## src/rtl/board_eval_if.sv

```systemverilog
// Avalon-MM signal bundle used for both the control slave and the SDRAM master of board_eval.
interface board_eval_if #(parameter int ADDR_W = 32);
  logic              waitrequest;
  logic [ADDR_W-1:0] address;
  logic              read;
  logic [31:0]       readdata;
  logic              readdatavalid;
  logic              write;
  logic [31:0]       writedata;

  modport master (output address, read, write, writedata,
                  input  waitrequest, readdata, readdatavalid);
  modport slave  (input  address, read, write, writedata,
                  output waitrequest, readdata);
endinterface

```

## src/rtl/board_eval.sv

```systemverilog
// Board evaluator: DMA-reads N 64-square boards and writes one signed material score per board.
// Optional macro PAWN_ADVANCE_EN adds a per-pawn rank bonus to the score.
module board_eval #(
  parameter int MAX_BOARDS = 12,
  parameter int PAWN_VAL   = 100,
  parameter int KNIGHT_VAL = 320,
  parameter int BISHOP_VAL = 330,
  parameter int ROOK_VAL   = 500,
  parameter int QUEEN_VAL  = 900,
  parameter int KING_VAL   = 20000
) (
  input  logic         clk,
  input  logic         rst,
  board_eval_if.slave  avs,
  board_eval_if.master avm
);
  // state    | meaning
  // IDLE     | waiting for start, configuration writable
  // RD_REQ   | master read of word k of board b, held until accepted
  // RD_WAIT  | one read outstanding, accumulate on readdatavalid
  // WR_SCORE | master write of board b score, held until accepted
  // DONE     | job finished, waiting for the blocking R0 read

  localparam int CW = $clog2(MAX_BOARDS + 1);

  typedef enum logic [2:0] {IDLE, RD_REQ, RD_WAIT, WR_SCORE, DONE} state_t;
  state_t state_q, state_d;

  logic [31:0]   src_base, dst_base, acc;
  logic [CW-1:0] count, board_idx, done_cnt;
  logic [3:0]    word_idx;
  logic          err;

  logic          start_now, cfg_wr, r0_rd, rd_beat, wr_ack, last_board;
  logic          slv_wait, mst_read, mst_write;
  logic [31:0]   slv_rdata, word_sum, weight;
  logic          word_err;
  logic [7:0]    code, mag;
`ifdef PAWN_ADVANCE_EN
  logic [2:0]    bonus;
`endif

  function automatic logic [31:0] piece_weight(input logic [7:0] m);
    if (m == 8'd0)       return 32'd0;
    else if (m <= 8'd8)  return 32'(PAWN_VAL);
    else if (m <= 8'd18) return 32'(ROOK_VAL);
    else if (m <= 8'd28) return 32'(KNIGHT_VAL);
    else if (m <= 8'd38) return 32'(BISHOP_VAL);
    else if (m <= 8'd47) return 32'(QUEEN_VAL);
    else if (m == 8'd48) return 32'(KING_VAL);
    else                 return 32'd0;
  endfunction

  assign start_now  = avs.write && (avs.address == 4'd0) && (state_q == IDLE);
  assign cfg_wr     = avs.write && (state_q == IDLE);
  assign r0_rd      = avs.read && (avs.address == 4'd0);
  assign rd_beat    = (state_q == RD_WAIT) && avm.readdatavalid;
  assign wr_ack     = (state_q == WR_SCORE) && !avm.waitrequest;
  assign last_board = (CW'(board_idx + 1'b1) == count);

  always_ff @(posedge clk) begin
    if (rst) state_q <= IDLE;
    else     state_q <= state_d;
  end

  always_comb begin
    state_d   = state_q;
    slv_wait  = 1'b0;
    mst_read  = 1'b0;
    mst_write = 1'b0;
    case (state_q)
      IDLE: begin
        // a start in the same cycle as an R0 read wins, so that read must block
        if (start_now) begin
          state_d  = (count == '0) ? DONE : RD_REQ;
          slv_wait = r0_rd;
        end
      end
      RD_REQ: begin
        mst_read = 1'b1;
        slv_wait = r0_rd;
        if (!avm.waitrequest) state_d = RD_WAIT;
      end
      RD_WAIT: begin
        slv_wait = r0_rd;
        if (avm.readdatavalid) state_d = (word_idx == 4'd15) ? WR_SCORE : RD_REQ;
      end
      WR_SCORE: begin
        mst_write = 1'b1;
        slv_wait  = r0_rd;
        if (!avm.waitrequest) state_d = last_board ? DONE : RD_REQ;
      end
      DONE: begin
        if (r0_rd) state_d = IDLE;
      end
      default: state_d = IDLE;
    endcase
  end

  always_comb begin
    word_sum = '0;
    word_err = 1'b0;
    code     = '0;
    mag      = '0;
    weight   = '0;
`ifdef PAWN_ADVANCE_EN
    bonus    = '0;
`endif
    for (int j = 0; j < 4; j++) begin
      code   = avm.readdata[8*j +: 8];
      mag    = code[7] ? 8'(~code + 8'd1) : code;
      weight = piece_weight(mag);
`ifdef PAWN_ADVANCE_EN
      // rank of every square in word k is k>>1
      if (mag != 8'd0 && mag <= 8'd8) begin
        bonus  = code[7] ? 3'(3'd7 - word_idx[3:1]) : word_idx[3:1];
        weight = weight + 32'(bonus) * 32'd10;
      end
`endif
      word_sum = code[7] ? (word_sum - weight) : (word_sum + weight);
      if (mag > 8'd48) word_err = 1'b1;
    end
  end

  always_ff @(posedge clk) begin
    if (rst) begin
      src_base  <= '0;
      dst_base  <= '0;
      count     <= '0;
      board_idx <= '0;
      word_idx  <= '0;
      done_cnt  <= '0;
      acc       <= '0;
      err       <= 1'b0;
    end else begin
      if (cfg_wr) begin
        case (avs.address)
          4'd1: src_base <= avs.writedata;
          4'd2: count    <= (avs.writedata > 32'(MAX_BOARDS)) ? CW'(MAX_BOARDS) : CW'(avs.writedata);
          4'd3: dst_base <= avs.writedata;
          default: ;
        endcase
      end
      if (start_now) begin
        board_idx <= '0;
        word_idx  <= '0;
        done_cnt  <= '0;
        acc       <= '0;
        err       <= 1'b0;
      end
      if (rd_beat) begin
        acc      <= acc + word_sum;
        err      <= err | word_err;
        word_idx <= word_idx + 4'd1;
      end
      if (wr_ack) begin
        acc       <= '0;
        board_idx <= board_idx + 1'b1;
        if (last_board) done_cnt <= count;
      end
    end
  end

  always_comb begin
    slv_rdata = '0;
    if (avs.read && !slv_wait) begin
      case (avs.address)
        4'd0:    slv_rdata = 32'(done_cnt);
        4'd4:    slv_rdata = {31'd0, err};
        default: slv_rdata = '0;
      endcase
    end
  end

  assign avs.waitrequest = slv_wait;
  assign avs.readdata    = slv_rdata;
  assign avm.read        = mst_read;
  assign avm.write       = mst_write;
  assign avm.address     = mst_read  ? (src_base + 32'(board_idx) * 32'd64 + 32'(word_idx) * 32'd4) :
                           mst_write ? (dst_base + 32'(board_idx) * 32'd4) : 32'd0;
  assign avm.writedata   = mst_write ? acc : 32'd0;
endmodule
```

## src/flat_wrapper.sv

```systemverilog
// flat-port wrapper written by rule: the top's interface ports become plain ports
module board_eval_flat 
#(
  parameter int MAX_BOARDS = 12,
  parameter int PAWN_VAL   = 100,
  parameter int KNIGHT_VAL = 320,
  parameter int BISHOP_VAL = 330,
  parameter int ROOK_VAL   = 500,
  parameter int QUEEN_VAL  = 900,
  parameter int KING_VAL   = 20000
)
  (clk, rst, avs_address, avs_read, avs_write, avs_writedata, avs_waitrequest, avs_readdata, avm_address, avm_read, avm_write, avm_writedata, avm_waitrequest, avm_readdata, avm_readdatavalid);
  board_eval_if avs_i ();
  board_eval_if avm_i ();
  input  logic clk;
  input  logic rst;
  input wire logic [$bits(avs_i.address)-1:0] avs_address;
  input wire logic [$bits(avs_i.read)-1:0] avs_read;
  input wire logic [$bits(avs_i.write)-1:0] avs_write;
  input wire logic [$bits(avs_i.writedata)-1:0] avs_writedata;
  output wire logic [$bits(avs_i.waitrequest)-1:0] avs_waitrequest;
  output wire logic [$bits(avs_i.readdata)-1:0] avs_readdata;
  output wire logic [$bits(avm_i.address)-1:0] avm_address;
  output wire logic [$bits(avm_i.read)-1:0] avm_read;
  output wire logic [$bits(avm_i.write)-1:0] avm_write;
  output wire logic [$bits(avm_i.writedata)-1:0] avm_writedata;
  input wire logic [$bits(avm_i.waitrequest)-1:0] avm_waitrequest;
  input wire logic [$bits(avm_i.readdata)-1:0] avm_readdata;
  input wire logic [$bits(avm_i.readdatavalid)-1:0] avm_readdatavalid;
  assign avs_i.address = avs_address;
  assign avs_i.read = avs_read;
  assign avs_i.write = avs_write;
  assign avs_i.writedata = avs_writedata;
  assign avs_waitrequest = avs_i.waitrequest;
  assign avs_readdata = avs_i.readdata;
  assign avm_address = avm_i.address;
  assign avm_read = avm_i.read;
  assign avm_write = avm_i.write;
  assign avm_writedata = avm_i.writedata;
  assign avm_i.waitrequest = avm_waitrequest;
  assign avm_i.readdata = avm_readdata;
  assign avm_i.readdatavalid = avm_readdatavalid;
  board_eval #(.MAX_BOARDS(MAX_BOARDS), .PAWN_VAL(PAWN_VAL), .KNIGHT_VAL(KNIGHT_VAL), .BISHOP_VAL(BISHOP_VAL), .ROOK_VAL(ROOK_VAL), .QUEEN_VAL(QUEEN_VAL), .KING_VAL(KING_VAL)) u_core (.clk(clk), .rst(rst), .avs(avs_i), .avm(avm_i));
endmodule
```

## config.mk

```make
export PLATFORM = sky130hd
export DESIGN_NAME = board_eval_flat
export DESIGN_NICKNAME = d
export VERILOG_FILES = /design/src/rtl/board_eval_if.sv /design/src/rtl/board_eval.sv /design/src/flat_wrapper.sv
export SDC_FILE = /design/constraint.sdc
export NUM_CORES = 1
export LEC_CHECK = 0
export CAP_MARGIN = 20
export CORE_UTILIZATION = 58
export DETAILED_ROUTE_END_ITERATION = 16
export PLACE_DENSITY = 0.86
export SLEW_MARGIN = 15
export SYNTH_ARGS = -nofsm -noshare
export SYNTH_HDL_FRONTEND = slang
export SYNTH_SLANG_ARGS = --single-unit
```

## constraint.sdc

```tcl
create_clock -name clk -period 13.73 [get_ports clk]
set_input_delay 2.0595 -clock clk [delete_from_list [all_inputs] [get_ports clk]]
set_output_delay 2.0595 -clock clk [all_outputs]
set_load 0.005 [all_outputs]
```

==> flow_summary.yaml, run 1 <==
setup_path:
  slowest_delay_ns: 0.46
  end_kind: "flip-flop"
  cpMostUsedCell: "a21o_1"
  path_max_fanout: 6
  required_ns: 14.04
  cp-start-kind: "primary input"
  cp_slowest_cell: "clkdlybuf4s50_1"
  critical_path_class: "primary input to flip-flop"
  crit_arrival_ns: 13.28
cells_and_area:
  final_cell_mix: "nand2_1, a21oi_1, clkdlybuf4s50_1, nor2_1, ha_1"
  final_cells: 2570
  drive_gt1_frac: 0.05580
  final_util: 0.6890
  nets: 2496
  antenna_cells: 0
  syn_to_final_growth_pct: 16.50
  mostFrequentLayoutCell: "nand2_1"
  fillers: 2037
placement:
  dp_slack_ns: -0.1403
  numPortBuffers: 171
  dp_hpwl_mm: 32.69
  place_congestion: 0.9752
  place_inst: 2533
grt:
  grt_pass1_vias: 14440
  grt_max_degree: 87
  grt.overflow.total: 0
  antenna_found_initial: 1
  track_usage: 0.3140
  grt_pass1_wl_mm: 68.59
worst_hold_path:
  hp-class: "flip-flop to flip-flop"
floorplan:
  io_pins: 201
  coreArea_sq_um: 25250
  num_rows: 58
  die_h_um: 162.5
  start_util: 0.5914
  dieArea_sq_um: 26400
  die_w_um: 162.5
routing:
  wl_per_cell_um: 16.65
  drcViolationCount: 0
  ant_nets: 0
  drtIter0Drc: 1469
  via_per_inst: 6.135
  dr.pass1.iters: 6
  num_vias: 15770
  wl_mm: 42.79
clock_network:
  cts_htree_levels: 4
  clkTransAtPathRegs_ns: 0.06
  root_buffer: "clkbuf_16"
  cts_tree: "yes"
  numCtsBuffers: 17
  hold_buffers: 0
  clk_latency_ns: 0.43
  cts_buffer_depth: 2
  cts_sinks: 115
logic_synthesis:
  async_flop_share: 0
  synth_seq_cells: 115
  avgSynthCellArea_sq_um: 7.102
  synth_edf_count: 0
  yosys_warnings: 0
  syn-instance-count: 2103
  syn_area_sq_um: 14940
  synth_cell_type_count: 84
  ys_seq_area_frac: 0.1541
  synthFlopType: "dfxtp_1"
status:
  status: "finished clean"
sta:
  maxSlewViolCount: 0
  worst_slack_ns: 0.7619
  final-hold-violation-count: 0
  worstMarginPinSlew_ns: 1.106
  fin_skew_ns: 0.01410
  clock.fmax_mhz: 77.11
  period_share: 0.9445
  setup_violations: 0
  min_period_ns: 12.97
  maxSlewHeadroom: 0.2591
power:
  p_leak_nw: 7.057
  finalPower_mw: 4.711
  peakVddDrop_uv: 220.6
  power_density_nw_per_um2: 270.8
flow_run:
  cap_violations: 0
-- metal layers --
layer  share of wire  global-route usage
met1            0.43              0.4086
met2            0.47              0.5237
met5         0.00030                   0
met4           0.030              0.1261
met3           0.074             0.03896
-- layout make-up --
type | count | area (sq um) | area share
timing repair buffer | 192 | 1872 | 0.1076
inverter | 77 | 289.0 | 0.01661
clock inverter | 14 | 123.9 | 0.007119
multi-input combinational | 1824 | 11970 | 0.6880
clock buffer | 18 | 429.2 | 0.02466
tap | 330 | 412.9 | 0.02373
sequential | 115 | 2302 | 0.1323
-- repair_timing --
item                                    4_1_cts  5_1_grt
setup buffers                                 0        4
resized for setup                             0       20
endpoints found under the setup margin        0        1
-- logic make-up (layout without fill, tap and decap cells) --
group | count (synthesis) | count (layout) | synth area share
buf+inv | 192 | 301 | 0.05713
mux | 17 | 17 | 0.01164
other cells | 1 | 29 | 0.0002511
compound gates | 607 | 607 | 0.2602
fa+ha+maj | 167 | 167 | 0.1414
xor+xnor | 198 | 198 | 0.1186
flops | 115 | 115 | 0.1541
simple gates | 806 | 806 | 0.2566
-- cell usage after synthesis (26+ instances only) --
cell type	count	area, sq um
ha_1	164	2052
nand2b_1	26	162.7
o21a_1	30	225.2
xnor2_1	110	963.4
a21o_1	63	473.0
nand2_1	279	1047
and2_1	49	306.5
inv_1	75	281.5
o22ai_1	33	206.5
xor2_1	85	744.5
o21ai_0	70	350.3
and3_1	35	219.0
buf_4	29	217.7
dfxtp_1	115	2302
nor2_1	169	634.4
nand3_1	79	395.4
clkbuf_1	78	292.8
a21oi_1	215	1076
nor3_1	38	190.2
-- through the flow --
step / hold slack [ns] / TNS [ns] / area [sq um]
5_1_grt: 0.4768 / -0.01455 / 17400
6_report: 0.4601 / 0 / 17400
3_5_place_dp: 0.4516 / -0.1403 / 16720
4_1_cts: 0.4611 / 0 / 17270
2_1_floorplan: 0.4360 / 0 / 15040
3_3_place_gp: 0.4418 / 0 / 16720
-- flip-flops by register name (all words and copies together) (netlist names) --
| name | cells |
|---|---|
| u_core.dst_base | 32 |
| u_core.src_base | 32 |
| u_core.acc | 31 |
| u_core.board_idx | 4 |
| u_core.count | 4 |
| u_core.done_cnt | 4 |
| u_core.word_idx | 4 |
| u_core.state_q | 3 |
| u_core.err | 1 |
-- final timing paths --
check | startpoint | to | slack [ns] | cells past startpoint
hold reg to reg | u_core.dst_base[0] | u_core.dst_base[0] | 0.46 | 2
setup reg to reg | u_core.acc[1] | u_core.acc[31] | 9.50 | 15
hold / removal | u_core.dst_base[0] | u_core.dst_base[0] | 0.46 | 2
setup / recovery | avm_readdata[8] | u_core.acc[31] | 0.76 | 54
-- power by group --
| group | total, mW | leakage [nW] | internal [mW] | switching [mW] |
|---|---|---|---|---|
| combinational | 3.96 | 5.87 | 1.70 | 2.26 |
| sequential | 0.334 | 0.926 | 0.334 | 0.0000000000379 |
| clock | 0.419 | 0.262 | 0.236 | 0.182 |
| total | 4.71 | 7.06 | 2.27 | 2.45 |
-- critical path, delay by kind of cell --
kind | cells | cell delay (ns)
AO/OA/AOI/OAI | 29 | 5.55
adder cells (fa/ha/maj) | 6 | 1.91
AND/OR/NAND/NOR | 9 | 1.64
XOR/XNOR | 6 | 1.38
buffers and inverters | 4 | 0.71
No activity file was read; power rests on OpenSTA's default activity.
==> run 2: changes to the inputs <==
--- a/config.mk
+++ b/config.mk
@@ -9,7 +9,6 @@
 export CORE_UTILIZATION = 58
 export DETAILED_ROUTE_END_ITERATION = 16
 export PLACE_DENSITY = 0.86
-export SLEW_MARGIN = 15
 export SYNTH_ARGS = -nofsm -noshare
 export SYNTH_HDL_FRONTEND = slang
 export SYNTH_SLANG_ARGS = --single-unit
==> flow_summary.yaml, run 2 (synthesis results as in run 1) <==
setup_path:
  critical_path_class: "primary input to flip-flop"
  path_max_fanout: 6
  path_buf_inv: 4
  end_kind: "flip-flop"
  crit_arrival_ns: 13.29
  required_ns: 14.04
  cpMostUsedCell: "a21o_1"
  cp-start-kind: "primary input"
  path_delay_family: "compound AO/OA/AOI/OAI gates"
  cp_slowest_cell: "clkdlybuf4s50_1"
  slowest_delay_ns: 0.46
sta:
  worst_slack_ns: 0.7481
  fin_tns_setup_ns: 0
  setup_violations: 0
  clock.fmax_mhz: 77.03
  min_period_ns: 12.98
  holdWs_ns: 0.4598
  fin_skew_ns: 0.01410
  maxSlewViolCount: 0
  maxSlewHeadroom: 0.2552
  worstMarginPinSlew_ns: 1.112
  final-hold-violation-count: 0
  period_share: 0.9455
clock_network:
  root_buffer: "clkbuf_16"
  cts_buffer_depth: 2
  clkTransAtPathRegs_ns: 0.06
  cts_tree: "yes"
  numCtsBuffers: 17
  clk_latency_ns: 0.43
  cts_htree_levels: 4
  cts_sinks: 115
routing:
  wl_per_cell_um: 16.68
  drcViolationCount: 0
  drtIter0Drc: 1389
  dr.pass1.iters: 7
  via_per_inst: 6.143
  ant_nets: 0
  wl_mm: 42.89
  num_vias: 15790
cells_and_area:
  antenna_cells: 0
  nets: 2497
  syn_to_final_growth_pct: 16.50
  mostFrequentLayoutCell: "nand2_1"
  final_cell_mix: "nand2_1, a21oi_1, clkdlybuf4s50_1, nor2_1, ha_1"
  largestRegisters: "u_core.dst_base x32, u_core.src_base x32, u_core.acc x31"
  drive_gt1_frac: 0.05578
  multiInputGateArea_sq_um: 11970
  regArea_sq_um: 2302
  stdcell_area_sq_um: 17400
  fillers: 2035
power:
  p_leak_nw: 7.059
  peakVddDrop_uv: 220.7
  power_density_nw_per_um2: 270.8
placement:
  dp_slack_ns: -0.1403
  numPortBuffers: 171
  placed_cell_area_sq_um: 16720
  dp_hpwl_mm: 32.69
  place_congestion: 0.9752
grt:
  grt_use_met2: 0.5237
  grt_pass1_wl_mm: 68.59
  use_met1: 0.4086
  track_usage: 0.3140
  grt.overflow.total: 0
  antenna_found_initial: 1
  grt_max_degree: 87
  grt_pass1_vias: 14440
  top_usage_layer: "met2"
  use_met3: 0.03896
floorplan:
  coreArea_sq_um: 25250
  die_w_um: 162.5
  start_util: 0.5914
  io_pins: 201
  dieArea_sq_um: 26400
  die_h_um: 162.5
  num_rows: 58
worst_hold_path:
  hp-class: "flip-flop to flip-flop"
status:
  status: "finished clean"
flow_run:
  cap_violations: 0
[run 2: cell types whose count changed in the layout (fill, tap and decap cells not counted)]
| cell | before | now |
|---|---|---|
| a211oi_2 | 3 | 2 |
| a211oi_1 | 12 | 13 |
| buf_2 | 1 | 2 |
[run 2: report_power, final]
group / switching [mW] / internal [mW] / total [mW] / leakage (nW)
Combinational: 2.26 / 1.70 / 3.96 / 5.87
Clock: 0.183 / 0.236 / 0.420 / 0.262
Sequential: 0.0000000000379 / 0.334 / 0.334 / 0.926
Total: 2.45 / 2.27 / 4.71 / 7.06
[run 2: path summary, 6_finish.rpt]
kind                      startpoint                  to  slack, ns  cells past startpoint
hold / removal    u_core.dst_base[0]  u_core.dst_base[0]       0.46                      2
hold reg to reg   u_core.dst_base[0]  u_core.dst_base[0]       0.46                      2
setup reg to reg       u_core.acc[1]      u_core.acc[31]       9.50                     15
setup / recovery     avm_readdata[8]      u_core.acc[31]       0.75                     54
[run 2: final cells by class]
type	count	share of cell area
Clock buffer	18	0.02466
Clock inverter	14	0.007119
Inverter	77	0.01661
Multi-Input combinational cell	1824	0.6877
Sequential cell	115	0.1323
Tap cell	330	0.02373
Timing Repair Buffer	193	0.1079
[run 2: what timing repair did]
item                                    4_1_cts  5_1_grt
endpoints found under the setup margin        0        1
setup buffers                                 0        4
resized for setup                             0       20
endpoints found under the hold margin         0        0
hold buffers                                  0        0
[run 2: metal layers]
metal  up-vias  share of wire
met5         -        0.00030
met4         2          0.031
met3       115          0.070
met2       713           0.47
met1      7232           0.43
li1       7731              -
[run 2: metrics by stage]
| step | power [mW] | std cells | utilization |
|---|---|---|---|
| after floorplan | 3.437 | 2131 | - |
| after global placement | 4.011 | 2533 | 0.6620 |
| after detailed placement | 4.151 | 2533 | 0.6620 |
| after CTS | 4.600 | 2565 | 0.6839 |
| after global routing | 5.132 | 2571 | 0.6890 |
| final | 4.711 | 2571 | 0.6890 |
[run 2: worst reg2reg max path: stages, from the launching register on]
cell,delay (ns)
dfxtp_1,0.35
ha_1,0.22
inv_1,0.08
fa_1,0.40
nand2b_1,0.20
a21oi_1,0.25
o31ai_1,0.19
o21ai_1,0.29
a31oi_1,0.22
o31ai_1,0.48
a21o_1,0.19
a21o_1,0.13
xor3_1,0.31
xnor2_1,0.18
xor3_1,0.43
a32o_1,0.21
==> run 3: changes to the inputs <==
--- a/config.mk
+++ b/config.mk
@@ -8,7 +8,7 @@
 export CAP_MARGIN = 20
 export CORE_UTILIZATION = 58
 export DETAILED_ROUTE_END_ITERATION = 16
-export PLACE_DENSITY = 0.86
+export PLACE_DENSITY = 0.84
 export SYNTH_ARGS = -nofsm -noshare
 export SYNTH_HDL_FRONTEND = slang
 export SYNTH_SLANG_ARGS = --single-unit
==> flow_summary.yaml, run 3 (synthesis results as in run 1) <==
clock_network:
  cts_sinks: 115
  numCtsBuffers: 17
  clkTransAtPathRegs_ns: 0.06
  clk_latency_ns: 0.42
  cts_tree: "yes"
  cts_htree_levels: 4
  cts_resized: 0
  cts_setup_buffers: 0
  cts_buffer_depth: 2
  hold_buffers: 0
  root_buffer: "clkbuf_16"
setup_path:
  reg2reg_from: "u_core.acc[1]"
  rr_endpoint: "u_core.acc[31]"
  cp_slowest_cell: "clkdlybuf4s50_1"
  reg2regPathDepth: 15
  critical_path_class: "primary input to flip-flop"
  path_buf_inv: 5
  worst-path-stages: 55
  path_delay_family: "compound AO/OA/AOI/OAI gates"
  r2r_slack_ns: 9.51
  cp-start-kind: "primary input"
  crit_arrival_ns: 13.34
  required_ns: 14.04
  slowest_delay_ns: 0.48
  cpMostUsedCell: "a21o_1"
  crit_start: "avm_readdata[0]"
  end_kind: "flip-flop"
  crit_path_end: "u_core.acc[31]"
  path_max_fanout: 7
floorplan:
  dieArea_sq_um: 26400
  die_w_um: 162.5
  start_util: 0.5914
  die_h_um: 162.5
  num_rows: 58
  coreArea_sq_um: 25250
  io_pins: 201
routing:
  wl_per_cell_um: 16.86
  drtIter0Drc: 1396
  dr.pass1.iters: 6
  wl_mm: 43.30
  num_vias: 15850
  via_per_inst: 6.170
  drcViolationCount: 0
  ant_nets: 0
flow_run:
  cap_violations: 0
cells_and_area:
  final_util: 0.6918
  nets: 2495
  multiInputGateArea_sq_um: 11970
  regArea_sq_um: 2302
  mostFrequentLayoutCell: "nand2_1"
  largestRegisters: "u_core.dst_base x32, u_core.src_base x32, u_core.acc x31"
  final_cells: 2569
  final_cell_mix: "nand2_1, a21oi_1, clkdlybuf4s50_1, nor2_1, ha_1"
  syn_to_final_growth_pct: 16.98
  antenna_cells: 0
  fillers: 2094
  drive_gt1_frac: 0.05538
placement:
  dp_hpwl_mm: 33.18
  place_congestion: 0.9859
  numPortBuffers: 171
  place_inst: 2534
sta:
  clock.fmax_mhz: 76.70
  worstMarginPinSlew_ns: 0.9381
  holdWs_ns: 0.4609
  rsz0062_at_grt: "false"
  period_share: 0.9496
  setup_violations: 0
  maxSlewViolCount: 0
  fin_tns_setup_ns: 0
  final-hold-violation-count: 0
  maxSlewHeadroom: 0.3746
  fin_skew_ns: 0.01025
  min_period_ns: 13.04
grt:
  antenna_found_initial: 0
  grt_pass1_vias: 14400
  track_usage: 0.3193
  grt_max_degree: 87
  grt_pass1_wl_mm: 69.59
  grt.overflow.total: 0
power:
  power_density_nw_per_um2: 274.5
  peakVddDrop_uv: 242.9
  p_leak_nw: 7.096
status:
  status: "finished clean"
worst_hold_path:
  hp-class: "flip-flop to flip-flop"
run 3: area by class of cell:
| cell class | count | share of cell area |
|---|---|---|
| timing repair buffer | 191 | 0.1066 |
| inverter | 77 | 0.01654 |
| tap | 330 | 0.02363 |
| clock buffer | 19 | 0.02535 |
| clock inverter | 13 | 0.01131 |
| multi-input combinational | 1824 | 0.6848 |
| sequential | 115 | 0.1318 |
run 3: power breakdown:
part            switching (mW)  leakage, nW  internal [mW]
Clock                    0.176        0.309          0.312
Sequential     0.0000000000394        0.926          0.334
Combinational             2.28         5.86           1.70
run 3: per-layer routing:
metal | GRT usage | up-vias | wire, um
li1 | - | 7736 | -
met1 | 0.4156 | 7302 | 18740
met2 | 0.5295 | 704 | 20110
met3 | 0.03641 | 110 | 2950
met4 | 0.1398 | 0 | 1497
met5 | 0 | - | 0
run 3: how the worst min path moves through the flow:
| stage | from | to | slack [ns] | cells past startpoint |
|---|---|---|---|---|
| global route | u_core.src_base[2] | u_core.src_base[2] | 0.48 | 2 |
| finish | u_core.src_base[6] | u_core.src_base[6] | 0.46 | 2 |
| global placement | u_core.dst_base[1] | u_core.dst_base[1] | 0.44 | 2 |
| detailed placement | u_core.src_base[6] | u_core.src_base[6] | 0.45 | 2 |
| floorplan | u_core.dst_base[0] | u_core.dst_base[0] | 0.44 | 2 |
| CTS | u_core.src_base[6] | u_core.src_base[6] | 0.46 | 2 |
run 3: metrics by stage:
step	power, mW	setup slack, ns	area (sq um)
6_report	4.796	0.6923	17470
5_1_grt	5.187	0.01935	17470
4_1_cts	4.680	0.2825	17370
3_5_place_dp	4.149	-0.07398	16730
3_3_place_gp	4.034	0.4857	16730
2_1_floorplan	3.437	1.375	15040
run 3: worst register-to-register path, delay by kind of cell, from the launching register on:
kind	cells	cell delay, ns
compound gates	8	1.94
xor+xnor	3	0.93
fa+ha+maj	2	0.60
buf+inv	1	0.07
flops	1	0.36
simple gates	1	0.19
==> RTL edit 1: new RTL, settings of run 1 <==
Make the reset (`rst`) asynchronous in 2 clocked blocks.
--- a/src/rtl/board_eval.sv
+++ b/src/rtl/board_eval.sv
@@ -58,7 +58,7 @@
   assign wr_ack     = (state_q == WR_SCORE) && !avm.waitrequest;
   assign last_board = (CW'(board_idx + 1'b1) == count);
 
-  always_ff @(posedge clk) begin
+  always_ff @(posedge clk or posedge rst) begin
     if (rst) state_q <= IDLE;
     else     state_q <= state_d;
   end
@@ -122,7 +122,7 @@
     end
   end
 
-  always_ff @(posedge clk) begin
+  always_ff @(posedge clk or posedge rst) begin
     if (rst) begin
       src_base  <= '0;
       dst_base  <= '0;
Function: not settled (the Yosys comparison gave no result); the edit may change what the design does.
==> RTL edit 1 against run 1 <==
- synthesized cell count shrank 6.8%
- worst setup slack improved by 110 ps
- design area grew 2.3%
- sequential power increased by 1%
- combinational power up 3%
- sequential cell count unchanged
- total power grew 3.6%
- non-clock buffer count decreased by 9
- routed wire length fell by 3.5%
- first-iteration DRC count fell by 17%
- synthesized area increased by 2.4%
==> RTL edit 1: results (changes against run 1) <==
Yosys cell types=88 (was 84); wirelength, routed=41.3 mm (was 42.8 mm); cell types with the largest area share after synthesis=sky130_fd_sc_hd__dfrtp_1 19%, sky130_fd_sc_hd__ha_1 13%, sky130_fd_sc_hd__xnor2_1 7.3%, sky130_fd_sc_hd__o21ai_0 4.5%, sky130_fd_sc_hd__nand2_1 4.4% (was sky130_fd_sc_hd__dfxtp_1 15%, sky130_fd_sc_hd__ha_1 14%, sky130_fd_sc_hd__a21oi_1 7.2%, sky130_fd_sc_hd__nand2_1 7.0%, sky130_fd_sc_hd__xnor2_1 6.5%); H-tree lvl count=4 (unchanged); cts bufs inserted=17 (unchanged); Slew @ Worst Pin=1090 ps (was 1110 ps); peak ir drop on the vdd network=0.243 mV (was 0.221 mV); GR Util All Layers=30.7% (was 31.4%); maximum fanout count along the critical path=16 (was 6); classification of the worst-slack hold path=reg -> reg (unchanged); cell with the biggest individual delay on the critical path=sky130_fd_sc_hd__a2111oi_0 (was sky130_fd_sc_hd__clkdlybuf4s50_1); count of buffers from port buffering=171 (unchanged); Regs by FF count=u_core.dst_base: 32 flops, u_core.src_base: 32 flops, u_core.acc: 31 flops (unchanged); count of antenna diodes in the layout=0 (unchanged); proportion of register bits with asynchronous set or reset after synthesis=100% (was 0%); detailed-placement wirelength estimate=31.7 mm (was 32.7 mm); Initial DRC Count=1220 (was 1469); First-pass DRT Iterations=5 (was 6); leak pwr=7.90 nW (was 7.06 nW); net count of the finished layout=2371 (was 2496); total vias in the final route=15100 (was 15800); maximum single-stage delay on the critical path=580 ps (was 460 ps); largest net degree at the start of global routing=66 (was 87); fraction of layout cells with a size suffix above 1=7.00% (was 5.58%); prevailing post-synth register cell=sky130_fd_sc_hd__dfrtp_1 (was sky130_fd_sc_hd__dfxtp_1); Placement Setup Slack=507 ps (was -140 ps); Clk Latency, worst-skew pair=440 ps; clock slew at reported path FFs=60 ps (about the same); CTS root buffer=sky130_fd_sc_hd__clkbuf_16 (unchanged); number of inserted filler cells in the final layout=2086 (was 2037); number of antenna violations at the first check in global routing=0 (was 1); sequential cell area fraction in the yosys report=18.8% (was 15.4%); Crit path arrival time=13160 ps (was 13280 ps); count of warnings emitted by yosys=0 (unchanged); clk buf depth=2 (unchanged); clock skew=17.2 ps (was 14.1 ps); first-pass GRT wire length=68.0 mm (was 68.6 mm); last weighted congestion value of the routability-driven placer=0.936 (was 0.975); via count of the first global-routing pass=14400 (about the same); run status=complete, no violations (unchanged); Synth top cells by count=180 x sky130_fd_sc_hd__nand2_1, 164 x sky130_fd_sc_hd__ha_1, 160 x sky130_fd_sc_hd__nor2_1 (was 279 x sky130_fd_sc_hd__nand2_1, 215 x sky130_fd_sc_hd__a21oi_1, 169 x sky130_fd_sc_hd__nor2_1)
-- RTL edit 1: critical path: cells and delay by family --
| kind | cells | cell delay (ps) |
|---|---|---|
| adders and majority gates | 5 | 1670 |
| xor gates and xnor gates | 5 | 560 |
| buffers and inverters | 3 | 860 |
| AOI/OAI and AO/OA | 23 | 4830 |
| and+or+nand+nor | 18 | 3170 |
-- RTL edit 1: kinds of logic after synthesis --
group                      Yosys count  share of synthesized area (%)
muxes                               65                           4.73
DFF                                115                           18.8
adders and majority gates          167                           13.8
AOI/OAI and AO/OA                  566                           24.2
buffers and inverters              177                           5.10
and+or+nand+nor                    664                           21.4
other                                1                         0.0245
xor gates and xnor gates           206                           12.0
-- RTL edit 1: final cells by class --
cell class / instances / area [um2] / area share, %
Clock buffer: 17 / 425 / 2.39
Clock inverter: 15 / 186 / 1.05
Inverter: 88 / 333 / 1.87
Multi-Input combinational cell: 1697 / 11800 / 66.1
Sequential cell: 115 / 2880 / 16.2
Tap cell: 335 / 419 / 2.35
Timing Repair Buffer: 183 / 1800 / 10.1
-- RTL edit 1: through the flow --
stage / cells / utilization (%) / cell area (um2) / total power [mW]
floorplan: 1989 / - / 15400 / 3.58
global placement: 2418 / 66.1 / 17200 / 4.23
detailed placement: 2418 / 66.1 / 17200 / 4.32
CTS: 2450 / 68.5 / 17800 / 4.83
global route: 2450 / 68.5 / 17800 / 5.36
finish: 2450 / 68.5 / 17800 / 4.88
-- RTL edit 1: power breakdown --
group	switching, mW	internal [mW]
registers	0.000000684	0.339
clock network	0.198	0.277
logic	2.33	1.73
total	2.53	2.35
-- RTL edit 1: routing by layer --
| metal | part of all wire [%] | GRT usage (%) | vias to the layer above |
|---|---|---|---|
| met5 | 0 | 0 | - |
| met4 | 3.3 | 12.8 | 0 |
| met3 | 4.8 | 3.47 | 106 |
| met2 | 49 | 54.2 | 526 |
| met1 | 43 | 37.7 | 7166 |
| li1 | - | - | 7283 |
-- RTL edit 1: repair_timing --
item	CTS	global route
hold buffers	0	0
gates resized for setup	0	2
setup buffers	0	0
setup endpoints to repair	0	2
-- RTL edit 1: path summary, 6_finish.rpt --
check / start / end / slack [ps] / cells past startpoint
max: avm_readdata[2] / u_core.acc[31]$_DFFE_PP0P_ / 870 / 54
min: u_core.done_cnt[1]$_DFF_PP0_ / u_core.done_cnt[1]$_DFF_PP0_ / 500 / 1
max reg2reg: u_core.acc[1]$_DFFE_PP0P_ / u_core.acc[27]$_DFFE_PP0P_ / 10040 / 14
min reg2reg: u_core.done_cnt[1]$_DFF_PP0_ / u_core.done_cnt[1]$_DFF_PP0_ / 500 / 1
max in group asynchronous: rst / u_core.done_cnt[1]$_DFF_PP0_ / 10350 / 3
min in group asynchronous: rst / u_core.acc[9]$_DFFE_PP0P_ / 2090 / 2
